==> config.mk <==
export PLATFORM = sky130hd
export DESIGN_NAME = weight_delta_gen_flat
export DESIGN_NICKNAME = d
export VERILOG_FILES = /design/src/rtl/weight_delta_gen_if.sv /design/src/rtl/weight_delta_gen.sv /design/src/flat_wrapper.sv
export SDC_FILE = /design/constraint.sdc
export NUM_CORES = 1
export LEC_CHECK = 0
export CORE_AREA = 2 2 101 103
export DETAILED_ROUTE_END_ITERATION = 12
export DIE_AREA = 0 0 103 105
export GPL_ROUTABILITY_DRIVEN = 1
export HOLD_SLACK_MARGIN = 0.06
export MAX_ROUTING_LAYER = met4
export PLACE_DENSITY = 0.73
export SYNTH_ARGS = -nofsm -noshare
export SYNTH_HDL_FRONTEND = slang
export SYNTH_SLANG_ARGS = --single-unit
==> constraint.sdc <==
create_clock -name clk -period 3.01 [get_ports clk]
set_input_delay 0.7525 -clock clk [delete_from_list [all_inputs] [get_ports clk]]
set_output_delay 0.7525 -clock clk [all_outputs]
set_load 0.05 [all_outputs]
==> src/rtl/weight_delta_gen_if.sv <==
// weight_delta_gen_if: sample/result handshake bundle for weight_delta_gen.
//   in_valid/in_ready + target/actual/lr : sample into the block
//   out_valid/out_ready + delta/sign     : result out of the block
// master = producer/consumer side (testbench or neighbour stages),
// slave  = the delta generator itself.
interface weight_delta_gen_if #(
    parameter int W = 10
);
    logic         in_valid;
    logic         in_ready;
    logic [W-1:0] target;
    logic [W-1:0] actual;
    logic [W-1:0] lr;
    logic         out_valid;
    logic         out_ready;
    logic [W-1:0] delta;
    logic         sign;

    modport master (
        output in_valid, target, actual, lr, out_ready,
        input  in_ready, out_valid, delta, sign
    );

    modport slave (
        input  in_valid, target, actual, lr, out_ready,
        output in_ready, out_valid, delta, sign
    );
endinterface

==> src/rtl/weight_delta_gen.sv <==
// weight_delta_gen: sequential delta generator for the weight-update stage.
// Accepts one (target, actual, lr) sample, forms err = target - actual,
// scales |err| by lr with a W-cycle shift-add multiplier, drops FRAC
// fractional bits (truncate), saturates to W bits and returns the
// magnitude plus a direction bit (1 = weight must decrease).
// Ports:
//   clk   : rising-edge clock
//   rst_n : asynchronous active-low reset
//   bus   : weight_delta_gen_if.slave (sample in, delta/sign out)
module weight_delta_gen #(
    parameter int W    = 10,
    parameter int FRAC = 6
) (
    input  logic              clk,
    input  logic              rst_n,
    weight_delta_gen_if.slave bus
);
    localparam int CW = $clog2(W);

    typedef enum logic [1:0] {IDLE, MUL, NORM, DONE} state_t;

    state_t          state_q, state_d;
    logic            sign_r_q, sign_r_d;
    logic [W:0]      mag_q, mag_d;
    logic [W-1:0]    lr_q, lr_d;
    logic [2*W:0]    acc_q, acc_d;
    logic [CW-1:0]   cnt_q, cnt_d;
    logic [W-1:0]    delta_q, delta_d;
    logic            sign_q, sign_d;

    logic            in_ready, out_valid;
    logic [W:0]      err;
    logic [2*W:0]    p;

    // Sign-extended difference in W+1 bits cannot overflow.
    assign err = {bus.target[W-1], bus.target} - {bus.actual[W-1], bus.actual};
    assign p   = acc_q >> FRAC;

    always_ff @(posedge clk or negedge rst_n) begin
        if (!rst_n) begin
            state_q  <= IDLE;
            sign_r_q <= 1'b0;
            mag_q    <= '0;
            lr_q     <= '0;
            acc_q    <= '0;
            cnt_q    <= '0;
            delta_q  <= '0;
            sign_q   <= 1'b0;
        end else begin
            state_q  <= state_d;
            sign_r_q <= sign_r_d;
            mag_q    <= mag_d;
            lr_q     <= lr_d;
            acc_q    <= acc_d;
            cnt_q    <= cnt_d;
            delta_q  <= delta_d;
            sign_q   <= sign_d;
        end
    end

    always_comb begin
        state_d   = state_q;
        sign_r_d  = sign_r_q;
        mag_d     = mag_q;
        lr_d      = lr_q;
        acc_d     = acc_q;
        cnt_d     = cnt_q;
        delta_d   = delta_q;
        sign_d    = sign_q;
        in_ready  = 1'b0;
        out_valid = 1'b0;
        case (state_q)
            IDLE: begin
                in_ready = 1'b1;
                if (bus.in_valid) begin
                    sign_r_d = err[W];
                    mag_d    = err[W] ? (~err + 1'b1) : err;
                    lr_d     = bus.lr;
                    acc_d    = '0;
                    cnt_d    = '0;
                    state_d  = MUL;
                end
            end
            MUL: begin
                // One multiplier bit per cycle, LSB first; no early exit so
                // latency is constant.
                if (lr_q[cnt_q])
                    acc_d = acc_q + ({{W{1'b0}}, mag_q} << cnt_q);
                cnt_d = cnt_q + CW'(1);
                if (cnt_q == CW'(W - 1))
                    state_d = NORM;
            end
            NORM: begin
                if (|p[2*W:W]) delta_d = '1;
                else           delta_d = p[W-1:0];
                // A zero error never asks for a decrease.
                sign_d  = sign_r_q & (mag_q != '0);
                state_d = DONE;
            end
            DONE: begin
                out_valid = 1'b1;
                if (bus.out_ready)
                    state_d = IDLE;
            end
            default: state_d = IDLE;
        endcase
    end

    assign bus.in_ready  = in_ready;
    assign bus.out_valid = out_valid;
    assign bus.delta     = delta_q;
    assign bus.sign      = sign_q;
endmodule

==> src/flat_wrapper.sv <==
// flat-port wrapper written by rule: the top's interface ports become plain ports
module weight_delta_gen_flat 
#(
    parameter int W    = 10,
    parameter int FRAC = 6
)
  (clk, rst_n, bus_in_valid, bus_target, bus_actual, bus_lr, bus_out_ready, bus_in_ready, bus_out_valid, bus_delta, bus_sign);
  weight_delta_gen_if #(.W(W)) bus_i ();
  input  logic clk;
  input  logic rst_n;
  input wire logic [$bits(bus_i.in_valid)-1:0] bus_in_valid;
  input wire logic [$bits(bus_i.target)-1:0] bus_target;
  input wire logic [$bits(bus_i.actual)-1:0] bus_actual;
  input wire logic [$bits(bus_i.lr)-1:0] bus_lr;
  input wire logic [$bits(bus_i.out_ready)-1:0] bus_out_ready;
  output wire logic [$bits(bus_i.in_ready)-1:0] bus_in_ready;
  output wire logic [$bits(bus_i.out_valid)-1:0] bus_out_valid;
  output wire logic [$bits(bus_i.delta)-1:0] bus_delta;
  output wire logic [$bits(bus_i.sign)-1:0] bus_sign;
  assign bus_i.in_valid = bus_in_valid;
  assign bus_i.target = bus_target;
  assign bus_i.actual = bus_actual;
  assign bus_i.lr = bus_lr;
  assign bus_i.out_ready = bus_out_ready;
  assign bus_in_ready = bus_i.in_ready;
  assign bus_out_valid = bus_i.out_valid;
  assign bus_delta = bus_i.delta;
  assign bus_sign = bus_i.sign;
  weight_delta_gen #(.W(W), .FRAC(FRAC)) u_core (.clk(clk), .rst_n(rst_n), .bus(bus_i));
endmodule
# Word level (Yosys, flattened, before mapping)
# Cells that the tools add are included.
# W data, S select, Z words.
# totals
register_bits,60
output_inout_bits,13
# classes
add_sub_neg,4
magnitude_cmp,1
eq_ne,8
n_shift,1
n_mux,15
bitwise_logic,2
reduce_logical,8
# op_table
operator,n
$mux W21,2
$pmux W21 S2,1
$add A21 B21 Y21,1
$shl A11 B4 Y21,1
$add A11 B1 Y11 const B,1
$mux W11,1
$not A11 Y11,1
$reduce_bool A11 Y1,1
$sub A10 B10 Y11,1
$mux W10,1
$pmux W2 S4,1
$pmux W4 S2,1
$mux W2,3
$reduce_and A3 Y1,2
$lt A4 B5 Y1 const B,1
$reduce_or A5 Y1,1
$add A4 B1 Y4 const B,1
$bmux W1 S4,1
$eq A2 B2 Y1 const B,2
$eq A4 B4 Y1 const B,1
$mux W4,1
$ne A2 B1 Y1 const B,2
$ne A2 B2 Y1 const B,2
$reduce_and A2 Y1,2
5 further kinds,7

# Depth between registers and ports, before layout
# logic_depth
depth_word,4
ltp_mapped,18
ltp_nobuf,15

# Worst setup path after synthesis
# Ideal clock, no wire load.
# synth_path
kind,register -> register
start,register u_core.cnt_q[0]
end,register u_core.acc_q[15]
arrival_time_ns,3.107
t_required_ns,2.889
path_slack_ns,-0.218
stages_incl_launch_ff,14
path_buffers,2
period_less_slack_ns,3.228
path_cell_list,dfrtp_1 buf_2 buf_1 mux4_2 a21oi_1 o22ai_1 ha_1 a21o_1 a31oi_1 o21ai_0 nor3_1 nor2_1 xor2_1 a22o_1
# synth_between
elab_chain_cells,4
# synth_rtl
element,line,rtl
from (decl),weight_delta_gen.sv:27,"logic [CW-1:0] cnt_q, cnt_d;"
from (signal assigned),weight_delta_gen.sv:55,cnt_q <= cnt_d;
$shl A11 B4 Y21 or $bmux W1 S4 (tied branches),"weight_delta_gen.sv:88, weight_delta_gen.sv:87",
$add A21 B21 Y21 or $mux W1 (tied branches),"weight_delta_gen.sv:88, weight_delta_gen.sv:87",
$mux W21 or $ne A2 B1 Y1 (tied branches),-,
$pmux W21 S2 or $reduce_and A3 Y1 (tied branches),-,
to (signal assigned),weight_delta_gen.sv:45,acc_q <= '0;
to (signal assigned),weight_delta_gen.sv:54,acc_q <= acc_d;
to (decl),weight_delta_gen.sv:26,"logic [2*W:0] acc_q, acc_d;"
# Parallel ways exist; a longest one is shown, timed or not. The select of a mux whose other input is x is not followed.
# A chain may end at the register's enable or synchronous reset.

# Worst setup path in the final report
# layout_path
start,register u_core.cnt_q[0]
end,register u_core.acc_q[19]
# The elaborated chain is that of the path after synthesis.

==> summary.md <==
| Metric | Value |
|---|---|
| Outcome | `complete, but fails checks` |
| Violated checks | `negative setup slack` |
| Area of the core | `9639 um^2` |
| Main combinational cell family by area after synthesis | `compound AO/OA/AOI/OAI gates` |
| EDFF count, synth | `0` |
| CP max stage delay | `0.58 ns` |
| Unique cell type count in the Yosys netlist | `60` |
| Startpoint types | `flop` |
| Switch share | `45.65%` |
| FF-to-FF Start | `u_core.cnt_q[0]` |
| Detailed Route WL | `13880 um` |
| Crit Path Max Fanout | `5` |
| Mapped Avg Cell Area | `8.580 um^2` |
| Yosys top cell by area | `dfrtp_1` |
| Fin. Hold Viols | `0` |
| Starting Density | `49.31%` |
| Clock period minus worst slack | `3.107 ns` |
| Post-DP HPWL | `9971 um` |
| Area grow syn2layout | `41.38%` |
| Mapped Cells | `554` |
| Main area contributors after synthesis | `dfrtp_1, ha_1, nand2_1, o21ai_0, mux2_2` |
| Primary FF master, synth | `dfrtp_1` |
| Worst r2r dst | `u_core.acc_q[19]` |
| Congestion Overflow GR | `0` |
| Clock power frac | `11.2%` |
| Setup slack, reg-to-reg | `-0.1 ns` |
| Antenna violations before repair | `0` |
| Final ANT Viol Nets | `0` |
| Pins over their slew limit | `0` |
| Setup violations, final | `5` |
| CTS sink cnt | `60` |
| Clk_lat worst skew | `0.35 ns` |
| Vias per cell | `5.788` |
| Synth Warn # | `0` |
| Post-Synth XOR/XNOR Area | `5.344%` |
| Leakage | `0.003017 uW` |
| Critical path endpoint category | `flop` |
| Initial DRC count | `246` |
| Reg power frac | `19.7%` |
| TritonCTS Buffers | `9` |
| Critical path's slowest cell | `mux4_2` |
| Number of global-route vias before repair | `4820` |
| Final worst slack | `-0.09694 ns` |
| CTS tree | `done` |
| Layout Utilization | `69.72%` |
| CP Data Required Time | `3.27 ns` |
| Post-route cell area | `6720 um^2` |
| Compound-Gate Fraction of Synth Area | `24.51%` |
| Drt pass-1 iters | `4` |
| Worst path cell trace | `mux4_2 > nand2_2 > o21ai_1 > and2_1 > ha_4 > buf_4 > nand4_1 > a211oi_2 > buf_4 > o21bai_4 > a41oi_2 > xor2_1 > o21ai_1` |
| CTS root buffer | `clkbuf_8` |
| DRC | `0` |
| Worst-Margin Slew | `0.6476 ns` |
| Int Power | `3982 uW` |
| Switching pwr | `3345 uW` |
| Seq/Total Area, Yosys | `31.59%` |
| Total Negative Setup Slacks | `-0.2483 ns` |
| H-tree levels | `3` |
| Crit path DAT | `3.37 ns` |
| Largest net degree at the start of global routing | `35` |
| Yosys reg bits | `60` |
| Top cell type's share of synthesized area | `31.59%` |
| Final net count | `768` |
| Crit path launch | `u_core.cnt_q[0]` |
| Slew margin rel. | `56.72%` |
| PD cells | `1090 nW/um^2` |
| DIE AREA | `10820 um^2` |
| Simple-Gate Fraction of Synth Area | `15.14%` |
| Mux contribution to synthesized area | `8.002%` |
| R2R depth | `13` |
| Share of cells above drive strength 1 | `33.00%` |
| First-pass GRT wire length | `22460 um` |
| Wirelength per Cell | `16.66 um` |
| Max-Cap Viols | `0` |
| Placed Area | `6017 um^2` |
| Clock tree buffer depth | `2` |
| GP Congestion | `0.9538` |
| Die X | `103 um` |
| Vias | `4821` |
| Crit path to | `u_core.acc_q[19]` |
| Hold Crit Class | `in2async` |
| Reg clk slew, reported paths | `0.08 ns` |
| Syn Nets | `627` |
| RSZ-0062 raised after global routing | `true` |
| FMAX | `321.9 MHz` |
| Gr usage total | `26.57%` |
| Site row count | `36` |
| Die Span Y | `105 um` |
| Inserted Diodes | `0` |
| Comb power frac | `69.1%` |
| Fin crit share | `103.2%` |
| Fraction of registers with async set or reset after synthesis | `100.0%` |
| Syn Std Cell Area | `4753 um^2` |
| Crit path kind | `reg2reg` |
| # IOs | `47` |
| Port bufs | `46` |
| Synth Area in Adders | `10.58%` |
| Peak VDD IR | `616.4 uV` |
| Fin Clk Skew | `0.01518 ns` |
## sequential cells by signal, summed over array words and instances (netlist names)
register and count:
u_core.lr_q 10, u_core.cnt_q 4, u_core.bus.sign 1, u_core.sign_r_q 1, u_core.acc_q 21, u_core.state_q 2, u_core.bus.delta 10, u_core.mag_q 11
## cells in the mapped netlist (5+ instances only)
library cell / n
a211oi_1: 7
a21o_1: 10
a21oi_1: 31
a31oi_1: 8
and3_1: 5
clkbuf_1: 19
dfrtp_1: 60
ha_1: 37
inv_1: 30
mux2_2: 14
mux2i_1: 11
mux4_2: 5
nand2_1: 74
nand2b_1: 7
nand3_1: 11
nor2_1: 30
nor2b_1: 6
nor3_1: 13
o21ai_0: 44
o21ai_1: 18
o22a_1: 10
xnor2_1: 15
xor2_1: 14
## worst min-delay path by stage
stage	from	end	cells past startpoint
floorplan	u_core.sign_r_q	u_core.sign_r_q	2
global placement	u_core.sign_r_q	u_core.sign_r_q	2
detailed placement	u_core.sign_r_q	u_core.sign_r_q	2
CTS	rst_n	u_core.acc_q[18]	1
global route	rst_n	u_core.acc_q[18]	1
finish	rst_n	u_core.acc_q[18]	1
## kinds of logic (layout without fill, tap and decap cells)
| family | count (synthesis) | count (layout) |
|---|---|---|
| mux | 30 | 30 |
| compound gates | 176 | 176 |
| flops | 60 | 60 |
| buf+inv | 59 | 205 |
| xor+xnor | 29 | 29 |
| simple gates | 161 | 161 |
| fa+ha+maj | 39 | 39 |
## area by class of cell
class                           instances  area [um^2]
Multi-Input combinational cell        435         3397
Sequential cell                        60         1505
Tap cell                              133        166.4
Timing Repair Buffer                  158         1319
Fill cell                             784         2919
Clock buffer                           11        141.4
Clock inverter                          5        75.07
Inverter                               31        116.4
## placed cells by master, fill, tap and decap left out, types with 16 or more instances in the layout
cell             instances
a21oi_1                 16
buf_4                  105
clkdlybuf4s50_1         45
dfrtp_1                 57
ha_1                    26
inv_1                   29
nand2_1                 70
nor2_1                  27
o21ai_0                 27
o21ai_1                 22
## power by group through the flow
stage	sequential (uW)	combinational [uW]	clock (uW)
final	1440	5060	821
after global routing	1480	5440	870
after CTS	1430	4560	832
after detailed placement	1420	4300	0
after global placement	1400	4170	0
after floorplan	1610	2520	0
## metrics by stage
stage	std cells	setup WS (ns)	total power (uW)	hold slack (ns)
5_1_grt	833	-0.1991	7792	0.3153
6_report	833	-0.09694	7327	0.3067
4_1_cts	829	0.001966	6817	0.3066
2_1_floorplan	554	0.01109	4135	0.4506
3_3_place_gp	804	-0.2384	5565	0.4740
3_5_place_dp	804	-0.3137	5716	0.4738
## per-layer routing
layer  vias to the layer above  wire [um]  track usage, %
li1                       2284          -               -
met1                      2390       5682           31.80
met2                       113       7354           46.71
met4                         0        319           6.391
met3                        34        522           3.612
met5                         -          0               -
## worst max-delay path, delay by kind of cell, from the launching register on
kind                     cells  cell delay (ns)
XOR/XNOR                     1             0.19
buffers and inverters        2             0.30
multiplexers                 1             0.58
AND/OR/NAND/NOR              3             0.44
flip-flops                   1             0.43
adder cells (fa/ha/maj)      1             0.27
AO/OA/AOI/OAI                5             0.81
## what timing repair did
action / CTS / global route
endpoints found under the setup margin: 10 / 17
gates resized for setup: 36 / 66
pin swaps: 13 / 33
hold buffers: 0 / 0
buffers inserted: 7 / 4
gates cloned: 2 / 0
No activity file was read; power rests on OpenSTA's default activity.
